$ cat src/rtl/decoder_pipe.sv
// decoder_pipe: registered binary-index-to-vector decoder with valid/ready
// handshakes on both sides. A 2-entry store (output register + skid register)
// keeps full throughput under backpressure. MODE 0 is one-hot, MODE 1 is
// thermometer. Indices >= OUT_W with in_en=1 are flagged on out_err.
// Optional macro DECODER_PIPE_CNT_EN adds dec_cnt, a free-running count of
// error-free output transfers.

module decoder_pipe #(
  parameter int IN_W  = 4,
  parameter int OUT_W = 16,
  parameter int MODE  = 0
) (
  input  logic             clk,
  input  logic             resetn,
  input  logic             flush,
  input  logic             in_valid,
  output logic             in_ready,
  input  logic [IN_W-1:0]  in_idx,
  input  logic             in_en,
  output logic             out_valid,
  input  logic             out_ready,
  output logic [OUT_W-1:0] out_vec,
  output logic             out_err
`ifdef DECODER_PIPE_CNT_EN
  ,
  output logic [31:0]      dec_cnt
`endif
);

  // Catch illegal parameterisations at elaboration time.
  if (IN_W < 1 || IN_W > 6) begin : g_bad_in_w
    $error("decoder_pipe: IN_W must be 1..6");
  end
  if (OUT_W < 1 || OUT_W > (1 << IN_W)) begin : g_bad_out_w
    $error("decoder_pipe: OUT_W must be 1..2**IN_W");
  end
  if (MODE != 0 && MODE != 1) begin : g_bad_mode
    $error("decoder_pipe: MODE must be 0 or 1");
  end

  // OUT_W expressed one bit wider than the index so 2**IN_W is representable.
  localparam logic [IN_W:0] OUT_W_L = (IN_W+1)'(OUT_W);

  logic             out_valid_q, out_valid_d;
  logic [OUT_W-1:0] out_vec_q,   out_vec_d;
  logic             out_err_q,   out_err_d;
  logic             skid_valid_q, skid_valid_d;
  logic [OUT_W-1:0] skid_vec_q,  skid_vec_d;
  logic             skid_err_q,  skid_err_d;
  logic             in_ready_q,  in_ready_d;

  logic [OUT_W-1:0] dec_vec;
  logic             dec_err;
  logic             in_xfer;
  logic             out_xfer;

  assign in_xfer  = in_valid && in_ready_q;
  assign out_xfer = out_valid_q && out_ready;

  // Decode the incoming index into a one-hot or thermometer vector.
  always_comb begin
    dec_vec = '0;
    dec_err = 1'b0;
    if (in_en) begin
      if ({1'b0, in_idx} >= OUT_W_L) begin
        dec_err = 1'b1;
      end else begin
        for (int i = 0; i < OUT_W; i++) begin
          if (MODE == 1) begin
            dec_vec[i] = (IN_W'(i) <= in_idx);
          end else begin
            dec_vec[i] = (IN_W'(i) == in_idx);
          end
        end
      end
    end
  end

  // Next state of the output/skid pair; flush overrides every load.
  always_comb begin
    out_valid_d  = out_valid_q;
    out_vec_d    = out_vec_q;
    out_err_d    = out_err_q;
    skid_valid_d = skid_valid_q;
    skid_vec_d   = skid_vec_q;
    skid_err_d   = skid_err_q;
    if (flush) begin
      out_valid_d  = 1'b0;
      skid_valid_d = 1'b0;
    end else if (!out_valid_q || out_ready) begin
      if (skid_valid_q) begin
        out_valid_d  = 1'b1;
        out_vec_d    = skid_vec_q;
        out_err_d    = skid_err_q;
        skid_valid_d = 1'b0;
      end else if (in_xfer) begin
        out_valid_d = 1'b1;
        out_vec_d   = dec_vec;
        out_err_d   = dec_err;
      end else begin
        out_valid_d = 1'b0;
      end
    end else if (in_xfer) begin
      skid_valid_d = 1'b1;
      skid_vec_d   = dec_vec;
      skid_err_d   = dec_err;
    end
    in_ready_d = !skid_valid_d;
  end

  // Register the pipeline state; reset empties both entries and drops in_ready.
  always_ff @(posedge clk) begin
    if (!resetn) begin
      out_valid_q  <= 1'b0;
      out_vec_q    <= '0;
      out_err_q    <= 1'b0;
      skid_valid_q <= 1'b0;
      skid_vec_q   <= '0;
      skid_err_q   <= 1'b0;
      in_ready_q   <= 1'b0;
    end else begin
      out_valid_q  <= out_valid_d;
      out_vec_q    <= out_vec_d;
      out_err_q    <= out_err_d;
      skid_valid_q <= skid_valid_d;
      skid_vec_q   <= skid_vec_d;
      skid_err_q   <= skid_err_d;
      in_ready_q   <= in_ready_d;
    end
  end

  assign in_ready  = in_ready_q;
  assign out_valid = out_valid_q;
  assign out_vec   = out_vec_q;
  assign out_err   = out_err_q;

`ifdef DECODER_PIPE_CNT_EN
  logic [31:0] cnt_q, cnt_d;

  // Count error-free output transfers, including one that lands on a flush.
  always_comb begin
    cnt_d = cnt_q;
    if (out_xfer && !out_err_q) begin
      cnt_d = cnt_q + 32'd1;
    end
  end

  // Counter register, cleared only by reset.
  always_ff @(posedge clk) begin
    if (!resetn) begin
      cnt_q <= '0;
    end else begin
      cnt_q <= cnt_d;
    end
  end

  assign dec_cnt = cnt_q;
`else
  logic unused_out_xfer;
  assign unused_out_xfer = out_xfer;
`endif

endmodule

$ cat config.mk
export PLATFORM = sky130hd
export DESIGN_NAME = decoder_pipe
export DESIGN_NICKNAME = d
export VERILOG_FILES = /design/src/rtl/decoder_pipe.sv
export SDC_FILE = /design/constraint.sdc
export NUM_CORES = 1
export LEC_CHECK = 0
export CORE_UTILIZATION = 52
export CTS_CLUSTER_SIZE = 16
export DETAILED_ROUTE_END_ITERATION = 6
export PLACE_DENSITY = 0.78
export SLEW_MARGIN = 20
export SYNTH_ARGS = -nofsm -noshare
export SYNTH_HDL_FRONTEND = slang
export SYNTH_SLANG_ARGS = --single-unit
$ cat constraint.sdc
create_clock -name clk -period 1.75 [get_ports clk]
set_input_delay 0.35 -clock clk [delete_from_list [all_inputs] [get_ports clk]]
set_output_delay 0.35 -clock clk [all_outputs]
set_load 0.005 [all_outputs]
## After elaboration in Yosys (flattened, before gate mapping)

Index checks and enable logic that the tools add are counted.

- Eq/ne operators: 15
- Mux-type cells: 10
- Bitwise logic cells: 3
- Reductions and logical operators: 9

Operators with widths:

| cell | number |
|---|---|
| two-way mux 16 bit | 3 |
| == test 4 bit, first input constant | 8 |
| == test 3 x 4 -> 1 bit, first input constant | 4 |
| == test 2 x 4 -> 1 bit, first input constant | 2 |
| two-way mux 1 bit | 7 |
| AND reduction 3 bit | 2 |
| == test 1 x 4 -> 1 bit, first input constant | 1 |
| logical NOT 4 bit | 1 |
| NOT 1 bit | 3 |
| logical NOT 1 bit | 2 |
| nonzero test 2 bit | 1 |
| OR reduction 2 bit | 1 |
| logical AND 1 bit | 1 |
| logical OR 1 bit | 1 |

- Register bits after elaboration: 36
- Output and inout bits: 19

## Longest topological paths before layout

Gate-level depths: netlist of run 1.

- Word-level depth: 5
- Mapped depth: 6

## Least setup slack after synthesis of run 1

No wires, ideal clock.

- Path kind: register to register
- Start: reg out_valid_q (netlist: out_valid)
- End: reg skid_vec_q[6]
- Setup time: 0.135 ns
- Arrival time: 1.172 ns
- Slack: 0.442 ns
- Cell stages (with the launch flop): 5
- Period minus slack after synthesis: 1.308 ns
- Path through: dfxtp_1 > or3b_4 > clkbuf_2 > o21ai_0 > a21oi_1

- Cells in the longest elaborated chain, start to end: 4

Ends and longest elaborated chain:

| item | line | source |
|---|---|---|
| start: declaration | 44 | `logic out_valid_q, out_valid_d;` |
| start signal: assignment | 122 | `out_valid_q <= out_valid_d;` |
| logical NOT 1 bit | 90 | `end else if (!out_valid_q \|\| out_ready) begin` |
| logical OR 1 bit | 90 |  |
| NOT 1 bit (no line) | n/a |  |
| AND reduction 3 bit (no line) | n/a |  |
| end signal: assignment | 126 | `skid_vec_q <= skid_vec_d;` |
| end: declaration | 48 | `logic [OUT_W-1:0] skid_vec_q, skid_vec_d;` |

No other way between the ends.
A chain may end at the register's enable or synchronous reset.

## Final worst setup path of run 1

- Start: reg out_valid_q (netlist: out_valid)
- End: out out_valid

RTL lines:

| item | line | source |
|---|---|---|
| end: declaration | 20 | `output logic out_valid,` |

No word-level cell between the ends.

==> results of run 1 <==
==> registers in the layout, summed over array words and instances (netlist names) <==
register / count
out_valid: 1
skid_valid_q: 1
skid_vec_q: 16
in_ready: 1
out_vec: 16
==> routing by layer <==
metal  wire length [um]  up-vias
li1                   -      762
met1               1890      777
met2               2120       61
met3                231       11
met4                104        0
met5                  0        -
==> Yosys cell counts (all sizes together) <==
cell / number / area share [%]
a211oi: 16 / 10
a21o: 1 / 0.44
a21oi: 17 / 5.0
a22oi: 16 / 7.0
a31oi: 16 / 5.9
and2: 3 / 1.1
and3: 3 / 1.4
and3b: 3 / 1.5
and4b: 1 / 0.59
and4bb: 2 / 1.5
buf: 11 / 5.4
clkbuf: 7 / 1.6
clkinv: 1 / 0.22
conb: 1 / 0.22
dfxtp: 35 / 41
inv: 1 / 0.22
nand2: 1 / 0.22
nand2b: 1 / 0.81
nand4: 16 / 5.9
nor2: 2 / 0.44
nor2b: 4 / 1.5
nor3: 1 / 0.29
nor3b: 2 / 1.5
nor4b: 1 / 0.88
o21ai: 16 / 4.7
or3b: 1 / 0.66
==> worst max-delay path by stage <==
stage	depth (start not counted)	end	start
6_report	1	out_valid	out_valid$_SDFFE_PP0P_
5_1_grt	1	out_valid	out_valid$_SDFFE_PP0P_
3_5_place_dp	4	skid_vec_q[4]$_SDFFE_PN0P_	out_ready
4_1_cts	1	out_valid	out_valid$_SDFFE_PP0P_
2_1_floorplan	4	skid_vec_q[6]$_SDFFE_PN0P_	out_valid$_SDFFE_PP0P_
3_3_place_gp	4	skid_vec_q[0]$_SDFFE_PN0P_	out_ready
==> power groups by stage <==
stage / logic [mW] / registers (mW) / clock network [mW]
finish: 0.232 / 0.828 / 0.599
global route: 0.250 / 0.830 / 0.639
CTS: 0.230 / 0.829 / 0.605
detailed placement: 0.228 / 0.847 / 0
global placement: 0.221 / 0.845 / 0
floorplan: 0.118 / 0.848 / 0
==> cell type report <==
cell class | instances | area (sq um)
multi-input combinational | 124 | 878
tap | 44 | 55.1
clock buffer | 5 | 37.5
inverter | 2 | 7.51
fill | 251 | 935
sequential | 35 | 701
clock inverter | 3 | 43.8
timing repair buffer | 42 | 420
==> logic make-up (layout without fill, tap and decap cells) <==
family          after synthesis  in the layout  share of synthesized area [%]
compound gates               82             82                           33.0
simple gates                 41             41                           18.3
other cells                   1              1                          0.220
buf+inv                      20             52                           7.41
flops                        35             35                           41.1
==> through the flow <==
step / cell area (sq um) / utilization [%] / power [mW] / hold slack, ps
floorplan: 1710 / - / 0.966 / 429
global placement: 2060 / 67.0 / 1.07 / 462
detailed placement: 2060 / 67.0 / 1.08 / 478
CTS: 2140 / 69.6 / 1.66 / 495
global route: 2140 / 69.6 / 1.72 / 510
finish: 2140 / 69.6 / 1.66 / 493
==> results.txt, run 1 <==
max incr delay on CP: 540 ps
number of global-route vias before repair: 1537
Post-Syn Area: 0.00171 sq mm
Unique masters post-synth: 33
# IOs: 29
Final Hold Viols: 0
Die Area: 0.00351 sq mm
Initial Util: 55.4%
Synth warnings: 0
met1 Resource Use GR: 32.8%
capture point of the worst reg-to-reg path: skid_vec_q[4]$_SDFFE_PN0P_
port bufs: 27
Routed WL per cell: 17.0 um
Synth Instances: 179
Peak VDD IR: 0.000479 V
Slowest cell on crit path: clkdlybuf4s50_1
DP Worst Slack: -50.8 ps
switching share of power: 25.8%
Highest Clock Rate: 0.592 GHz
post_cts resized: 0
layout cell share with drive strength beyond 1: 19.0%
remaining antenna violation count: 0
crit path buf inv count: 1
Pins Over Slew Limit: 0
critical path's top delay family: buffers and inverters
Layout Nets: 220
postcts setup bufs: 0
RSZ-0062 raised after global routing: false
initial DRC count: 92
first-pass GRT wire length: 7090 um
Die X: 59.3 um
num rows: 20
Core ar.: 0.00308 sq mm
most common cell after layout, fill and taps aside: dfxtp_1
setup ws final: 60.6 ps
worst path required time: 1400 ps
WHS Path Cells: 2
placer's final routability congestion estimate: 0.860
CP Launch Type: flop
detailed-route DRC error count: 0
busiest metal layer after global routing: met2
Arr. time, crit path: 1340 ps
syn nets: 189
fin crit period: 1690 ps
Die Y: 59.3 um
WHS Endpoint: skid_vec_q[12]$_SDFFE_PN0P_
startpoint of the worst hold path: skid_vec_q[12]$_SDFFE_PN0P_
initial antenna violation count: 0
Clock transition at path regs: 120 ps
clk_lat worst skew: 350 ps
GR Util met2: 45.4%
reg-to-reg slack, setup: 360 ps
Setup Viol. Count Final: 0
clk root buf: clkbuf_4
combinational fraction of design power: 14.0%
most frequent cells in the layout: 35 x dfxtp_1, 27 x clkdlybuf4s50_1, 17 x a21oi_1
reg-to-reg critical path startpoint: out_valid$_SDFFE_PP0P_
Worst Hold Class: reg -> reg
largest net degree at the start of global routing: 35
maximum clock path buffer count: 2
Vias: 1611
Post-DP HPWL: 3050 um
Crit Path Class: reg -> out
Pre-Repair DR Iteration Count: 4
number of CTS-inserted buffers: 5
Worst Skew: 7.38 ps
TritonCTS clock tree: done
dpl cells: 247
Clk network pwr share: 36.1%
max-cap violations: 0
worst-path maximum fanout: 4
status: completed
Critical Path End Type: primary output
grt total ovfl: 0
sequential area share after synthesis: 41.1%
power share of the sequential group: 49.9%
CTS Sinks: 35
leak pwr: 0.699 nW
critical-path cell list: clkdlybuf4s50_1
GRT Util Overall: 27.1%
Area Growth Syn to Fin: 25.7%
CTS H-tree lvls: 2
period utilisation layout: 96.5%
setup tns final: 0 ps
n_diodes: 0
WL final: 4340 um
Layout Cells excl Fill: 255
#FFs+latches synth: 35
P per Cell Area: 774 mW/mm^2
M3 GR Usage: 4.59%
synthesized area per cell: 9.53 sq um
NetSw: 0.427 mW
DR vias/cell: 6.32
worst r2r path cells: 3
Pint: 1.23 mW
Post-CTS Hold Buffers: 0
No activity file was read; power rests on OpenSTA's default activity.
==> inputs of run 2 (changes only) <==
- ABC_CLOCK_PERIOD_IN_PS: not set -> 1750
- CORE_ASPECT_RATIO: not set -> 0.75
==> run 2 against run 1 <==
Global-route usage grew 1.5 points. Die area hardly changed. Utilization increased by 1.5 points. Setup slack improved by 61 ps. Non-clock buffer count rose by 2.
==> results.txt, run 2 (synthesized netlist as in run 1, its figures left out) <==
status: completed (unchanged)
Clock transition at path regs: 70 ps (was 120 ps)
Worst Skew: 6.29 ps (was 7.38 ps)
Layout Cells excl Fill: 250 (was 255)
Peak VDD IR: 0.000614 V (was 0.000479 V)
Die Area: 0.00351 sq mm (about the same)
leak pwr: 0.706 nW (was 0.699 nW)
num rows: 17 (was 20)
max incr delay on CP: 560 ps (was 540 ps)
port bufs: 27 (unchanged)
# IOs: 29 (unchanged)
number of CTS-inserted buffers: 5 (unchanged)
remaining antenna violation count: 0 (unchanged)
Final Hold Viols: 0 (unchanged)
Pins Over Slew Limit: 0 (unchanged)
Post-DP HPWL: 3090 um (was 3050 um)
Pre-Repair DR Iteration Count: 5 (was 4)
CTS H-tree lvls: 2 (unchanged)
detailed-route DRC error count: 0 (unchanged)
TritonCTS clock tree: done (unchanged)
Highest Clock Rate: 0.614 GHz (was 0.592 GHz)
Arr. time, crit path: 1280 ps (was 1340 ps)
postcts setup bufs: 0 (unchanged)
worst-path maximum fanout: 4 (unchanged)
GRT Util Overall: 28.7% (was 27.1%)
most frequent cells in the layout: 35 x dfxtp_1, 27 x clkdlybuf4s50_1, 17 x a21oi_1 (unchanged)
maximum clock path buffer count: 2 (unchanged)
dpl cells: 243 (was 247)
setup ws final: 122 ps (was 60.6 ps)
placer's final routability congestion estimate: 0.829 (was 0.860)
most common cell after layout, fill and taps aside: dfxtp_1 (unchanged)
WL final: 4590 um (was 4340 um)
grt total ovfl: 0 (unchanged)
period utilisation layout: 93.1% (was 96.5%)
CP Launch Type: flop (unchanged)
Layout Nets: 222 (was 220)
Area Growth Syn to Fin: 25.9% (was 25.7%)
layout cell share with drive strength beyond 1: 18.9% (was 19.0%)
Die X: 68.1 um (was 59.3 um)
max-cap violations: 0 (unchanged)
n_diodes: 0 (unchanged)
Post-CTS Hold Buffers: 0 (unchanged)
CTS Sinks: 35 (unchanged)
post-layout util: 71.1% (was 69.6%)
initial DRC count: 234 (was 92)
critical path's top delay family: buffers and inverters (unchanged)
DP Worst Slack: -78.8 ps (was -50.8 ps)
Initial Util: 56.5% (was 55.4%)
largest net degree at the start of global routing: 35 (unchanged)
P per Cell Area: 817 mW/mm^2 (was 774 mW/mm^2)
clk_lat worst skew: 280 ps (was 350 ps)
worst path required time: 1400 ps (about the same)
Vias: 1650 (was 1611)
number of global-route vias before repair: 1490 (was 1537)
Worst Hold Class: reg -> reg (unchanged)
initial antenna violation count: 0 (unchanged)
critical-path cell list: clkdlybuf4s50_1 (unchanged)
first-pass GRT wire length: 7370 um (was 7090 um)
DR vias/cell: 6.60 (was 6.32)
Critical Path End Type: primary output (unchanged)
Routed WL per cell: 18.3 um (was 17.0 um)
fin crit period: 1630 ps (was 1690 ps)
clk root buf: clkbuf_8 (was clkbuf_4)
crit path buf inv count: 1 (unchanged)
Core ar.: 0.00302 sq mm (was 0.00308 sq mm)
Crit Path Class: reg -> out (unchanged)
Die Y: 51.6 um (was 59.3 um)
post_cts resized: 0 (unchanged)
Setup Viol. Count Final: 0 (unchanged)
Slowest cell on crit path: clkdlybuf4s50_1 (unchanged)
RSZ-0062 raised after global routing: false (unchanged)
==> run 2: changes by cell type in the layout (fill, tap and decap cells not counted) <==
cell | before | now
buf_12 | 3 | 1
buf_4 | 12 | 16
clkbuf_8 | 0 | 5
clkinv_4 | 1 | 0
clkbuf_1 | 0 | 1
clkbuf_4 | 5 | 0
clkinv_2 | 1 | 0
==> run 2: cell type report <==
| type | count | area (sq um) |
|---|---|---|
| Multi-Input combinational cell | 124 | 878 |
| Fill cell | 231 | 873 |
| Sequential cell | 35 | 701 |
| Timing Repair Buffer | 44 | 410 |
| Clock buffer | 6 | 72.6 |
| Tap cell | 38 | 47.5 |
| Clock inverter | 1 | 30.0 |
| Inverter | 2 | 7.51 |
==> run 2: final timing paths <==
kind	endpoint	depth (start not counted)	slack [ps]	startpoint
max	out_valid	1	120	out_valid$_SDFFE_PP0P_
min	skid_vec_q[0]$_SDFFE_PN0P_	2	480	skid_vec_q[0]$_SDFFE_PN0P_
max reg2reg	skid_vec_q[2]$_SDFFE_PN0P_	3	360	out_valid$_SDFFE_PP0P_
min reg2reg	skid_vec_q[0]$_SDFFE_PN0P_	2	480	skid_vec_q[0]$_SDFFE_PN0P_
==> run 2: metal layers <==
layer  GRT usage [%]  routed length [um]  vias to the layer above
li1                -                   -                      764
met1            37.6                2050                      808
met3            7.46                 269                       11
met4            11.8                  76                        0
met5               0                   0                        -
met2            44.3                2190                       67
==> run 2: tightest hold or removal path, stage by stage (launching register included) <==
cell     delay (ps)
dfxtp_1         310
o21ai_0          70
a21oi_1          60
==> run 2: where the power goes <==
group / internal (mW) / switching (mW) / leakage (nW)
combinational: 0.111 / 0.121 / 0.370
clock: 0.417 / 0.275 / 0.0513
sequential: 0.817 / 0.0122 / 0.284
total: 1.35 / 0.408 / 0.706
==> run 2: metrics by stage <==
step | hold WS [ps] | instance area [sq um] | total power, mW | setup TNS [ps]
detailed placement | 467 | 2040 | 1.07 | -236
finish | 482 | 2150 | 1.75 | 0
floorplan | 429 | 1710 | 0.966 | 0
global route | 505 | 2150 | 1.82 | 0
CTS | 476 | 2150 | 1.76 | 0
global placement | 460 | 2040 | 1.06 | 0
==> inputs of run 3 (changes only) <==
- CORE_UTILIZATION: 52 -> 54
- CTS_BUF_LIST: not set -> sky130_fd_sc_hd__clkbuf_8
- PLACE_DENSITY: 0.78 -> 0.81
==> run 3 against run 2 <==
The flow now finishes with violations (DRC). Design area is 1.2% lower. Setup slack improved by 30 ps. Utilization grew 0.18 points. Register-to-register slack got worse by 30 ps. Wire length is 4.9% lower. First-iteration DRC count fell by 30%. Clock-buffer cell count fell by 1. Flip-flop and latch count unchanged. Critical path type unchanged.
==> results.txt, run 3 (synthesized netlist as in run 1, its figures left out) <==
clk root buf: clkbuf_8 (unchanged)
Clk network pwr share: 35.2% (was 39.5%)
n_diodes: 0 (unchanged)
worst r2r path cells: 4 (was 3)
fin crit period: 1600 ps (was 1630 ps)
WHS Endpoint: skid_vec_q[4]$_SDFFE_PN0P_ (was skid_vec_q[0]$_SDFFE_PN0P_)
Layout Nets: 221 (was 222)
post_cts resized: 0 (unchanged)
failing checks: DRC
WL final: 4360 um (was 4590 um)
capture point of the worst reg-to-reg path: out_vec[10]$_SDFFE_PN0P_ (was skid_vec_q[2]$_SDFFE_PN0P_)
GRT Util Overall: 28.1% (was 28.7%)
Post-Place Cell Area: 0.00204 sq mm (about the same)
initial antenna violation count: 0 (unchanged)
port bufs: 27 (unchanged)
dpl cells: 242 (was 243)
startpoint of the worst hold path: skid_vec_q[4]$_SDFFE_PN0P_ (was skid_vec_q[0]$_SDFFE_PN0P_)
largest net degree at the start of global routing: 35 (unchanged)
Initial Util: 57.3% (was 56.5%)
worst path required time: 1400 ps (about the same)
switching share of power: 26.6% (was 23.3%)
leak pwr: 0.695 nW (was 0.706 nW)
NetSw: 0.436 mW (was 0.408 mW)
worst-path maximum fanout: 4 (unchanged)
CTS H-tree lvls: 2 (unchanged)
CTS Sinks: 35 (unchanged)
reg-to-reg critical path startpoint: skid_valid_q$_SDFF_PN0_ (was out_valid$_SDFFE_PP0P_)
Arr. time, crit path: 1250 ps (was 1280 ps)
Pint: 1.20 mW (was 1.35 mW)
number of global-route vias before repair: 1456 (was 1490)
WHS Path Cells: 2 (unchanged)
Slowest cell on crit path: clkdlybuf4s50_1 (unchanged)
Crit Path Class: reg -> out (unchanged)
cell area after layout: 0.00212 sq mm (was 0.00215 sq mm)
Routed WL per cell: 17.4 um (was 18.3 um)
Setup Viol. Count Final: 0 (unchanged)
TritonCTS clock tree: done (unchanged)
reg-to-reg slack, setup: 330 ps (was 360 ps)
fillcell total: 224 (was 231)
status: finished with violations (was completed)
num rows: 17 (unchanged)
first-pass GRT wire length: 6920 um (was 7370 um)
clk_lat worst skew: 300 ps (was 280 ps)
DP Worst Slack: -31.0 ps (was -78.8 ps)
Pre-Repair DR Iteration Count: 7 (was 5)
combinational fraction of design power: 14.1% (was 13.2%)
max-cap violations: 0 (unchanged)
most frequent cells in the layout: 35 x dfxtp_1, 27 x clkdlybuf4s50_1, 17 x a21oi_1 (unchanged)
power share of the sequential group: 50.7% (was 47.3%)
Worst Skew: 10.2 ps (was 6.29 ps)
critical path's top delay family: buffers and inverters (unchanged)
Pins Over Slew Limit: 0 (unchanged)
maximum clock path buffer count: 2 (unchanged)
P per Cell Area: 771 mW/mm^2 (was 817 mW/mm^2)
Die Y: 50.7 um (was 51.6 um)
detailed-route DRC error count: 1 (was 0)
CP Launch Type: flop (unchanged)
postcts setup bufs: 0 (unchanged)
Core ar.: 0.00298 sq mm (was 0.00302 sq mm)
Final Hold Viols: 0 (unchanged)
most common cell after layout, fill and taps aside: dfxtp_1 (unchanged)
Area Growth Syn to Fin: 24.4% (was 25.9%)
placer's final routability congestion estimate: 0.893 (was 0.829)
layout cell share with drive strength beyond 1: 18.9% (unchanged)
Critical Path End Type: primary output (unchanged)
remaining antenna violation count: 0 (unchanged)
DR vias/cell: 6.57 (was 6.60)
total power: 1.64 mW (was 1.75 mW)
crit path buf inv count: 1 (unchanged)
Worst Hold Class: reg -> reg (unchanged)
initial DRC count: 164 (was 234)
max incr delay on CP: 530 ps (was 560 ps)
setup ws final: 151 ps (was 122 ps)
critical-path cell list: clkdlybuf4s50_1 (unchanged)
Post-CTS Hold Buffers: 0 (unchanged)
Highest Clock Rate: 0.626 GHz (was 0.614 GHz)
number of CTS-inserted buffers: 5 (unchanged)
period utilisation layout: 91.3% (was 93.1%)
Layout Cells excl Fill: 250 (unchanged)
grt total ovfl: 0 (unchanged)
Vias: 1642 (was 1650)
Die Area: 0.00339 sq mm (was 0.00351 sq mm)
Peak VDD IR: 0.000472 V (was 0.000614 V)
Clock transition at path regs: 80 ps (was 70 ps)
Die X: 66.9 um (was 68.1 um)
# IOs: 29 (unchanged)
Post-DP HPWL: 3030 um (was 3090 um)
RSZ-0062 raised after global routing: false (unchanged)
[run 3: per-stage QoR]
| step | util [%] | hold WS (ps) | setup TNS, ps |
|---|---|---|---|
| floorplan | - | 429 | 0 |
| global placement | 68.4 | 458 | 0 |
| detailed placement | 68.4 | 471 | -46.8 |
| CTS | 71.3 | 481 | 0 |
| global route | 71.3 | 504 | 0 |
| finish | 71.3 | 483 | 0 |
[run 3: power groups by stage]
| stage | Clock (mW) | Combinational [mW] | Sequential [mW] |
|---|---|---|---|
| final | 0.576 | 0.231 | 0.829 |
| after global routing | 0.617 | 0.247 | 0.830 |
| after CTS | 0.579 | 0.228 | 0.829 |
| after detailed placement | 0 | 0.227 | 0.847 |
| after global placement | 0 | 0.220 | 0.845 |
| after floorplan | 0 | 0.118 | 0.848 |
[run 3: layout make-up]
cell class	instances	area (sq um)	area share [%]
sequential	35	701	33.0
clock inverter	3	16.3	0.767
timing repair buffer	43	403	19.0
clock buffer	5	68.8	3.24
inverter	2	7.51	0.354
multi-input combinational	124	878	41.4
tap	38	47.5	2.24
[run 3: worst max-delay path by stage]
stage                            from                         end  cells after the start
2_1_floorplan  out_valid$_SDFFE_PP0P_  skid_vec_q[6]$_SDFFE_PN0P_                      4
3_3_place_gp                    flush  skid_vec_q[4]$_SDFFE_PN0P_                      4
3_5_place_dp                    flush  skid_vec_q[6]$_SDFFE_PN0P_                      4
4_1_cts        out_valid$_SDFFE_PP0P_                   out_valid                      1
5_1_grt        out_valid$_SDFFE_PP0P_                   out_valid                      1
6_report       out_valid$_SDFFE_PP0P_                   out_valid                      1
[run 3: layer usage]
metal,wire (um),track usage [%],vias to the layer above
met5,0,0,-
met4,59,12.4,0
met3,391,5.68,10
met2,1880,41.6,80
met1,2030,39.1,788
li1,-,-,764
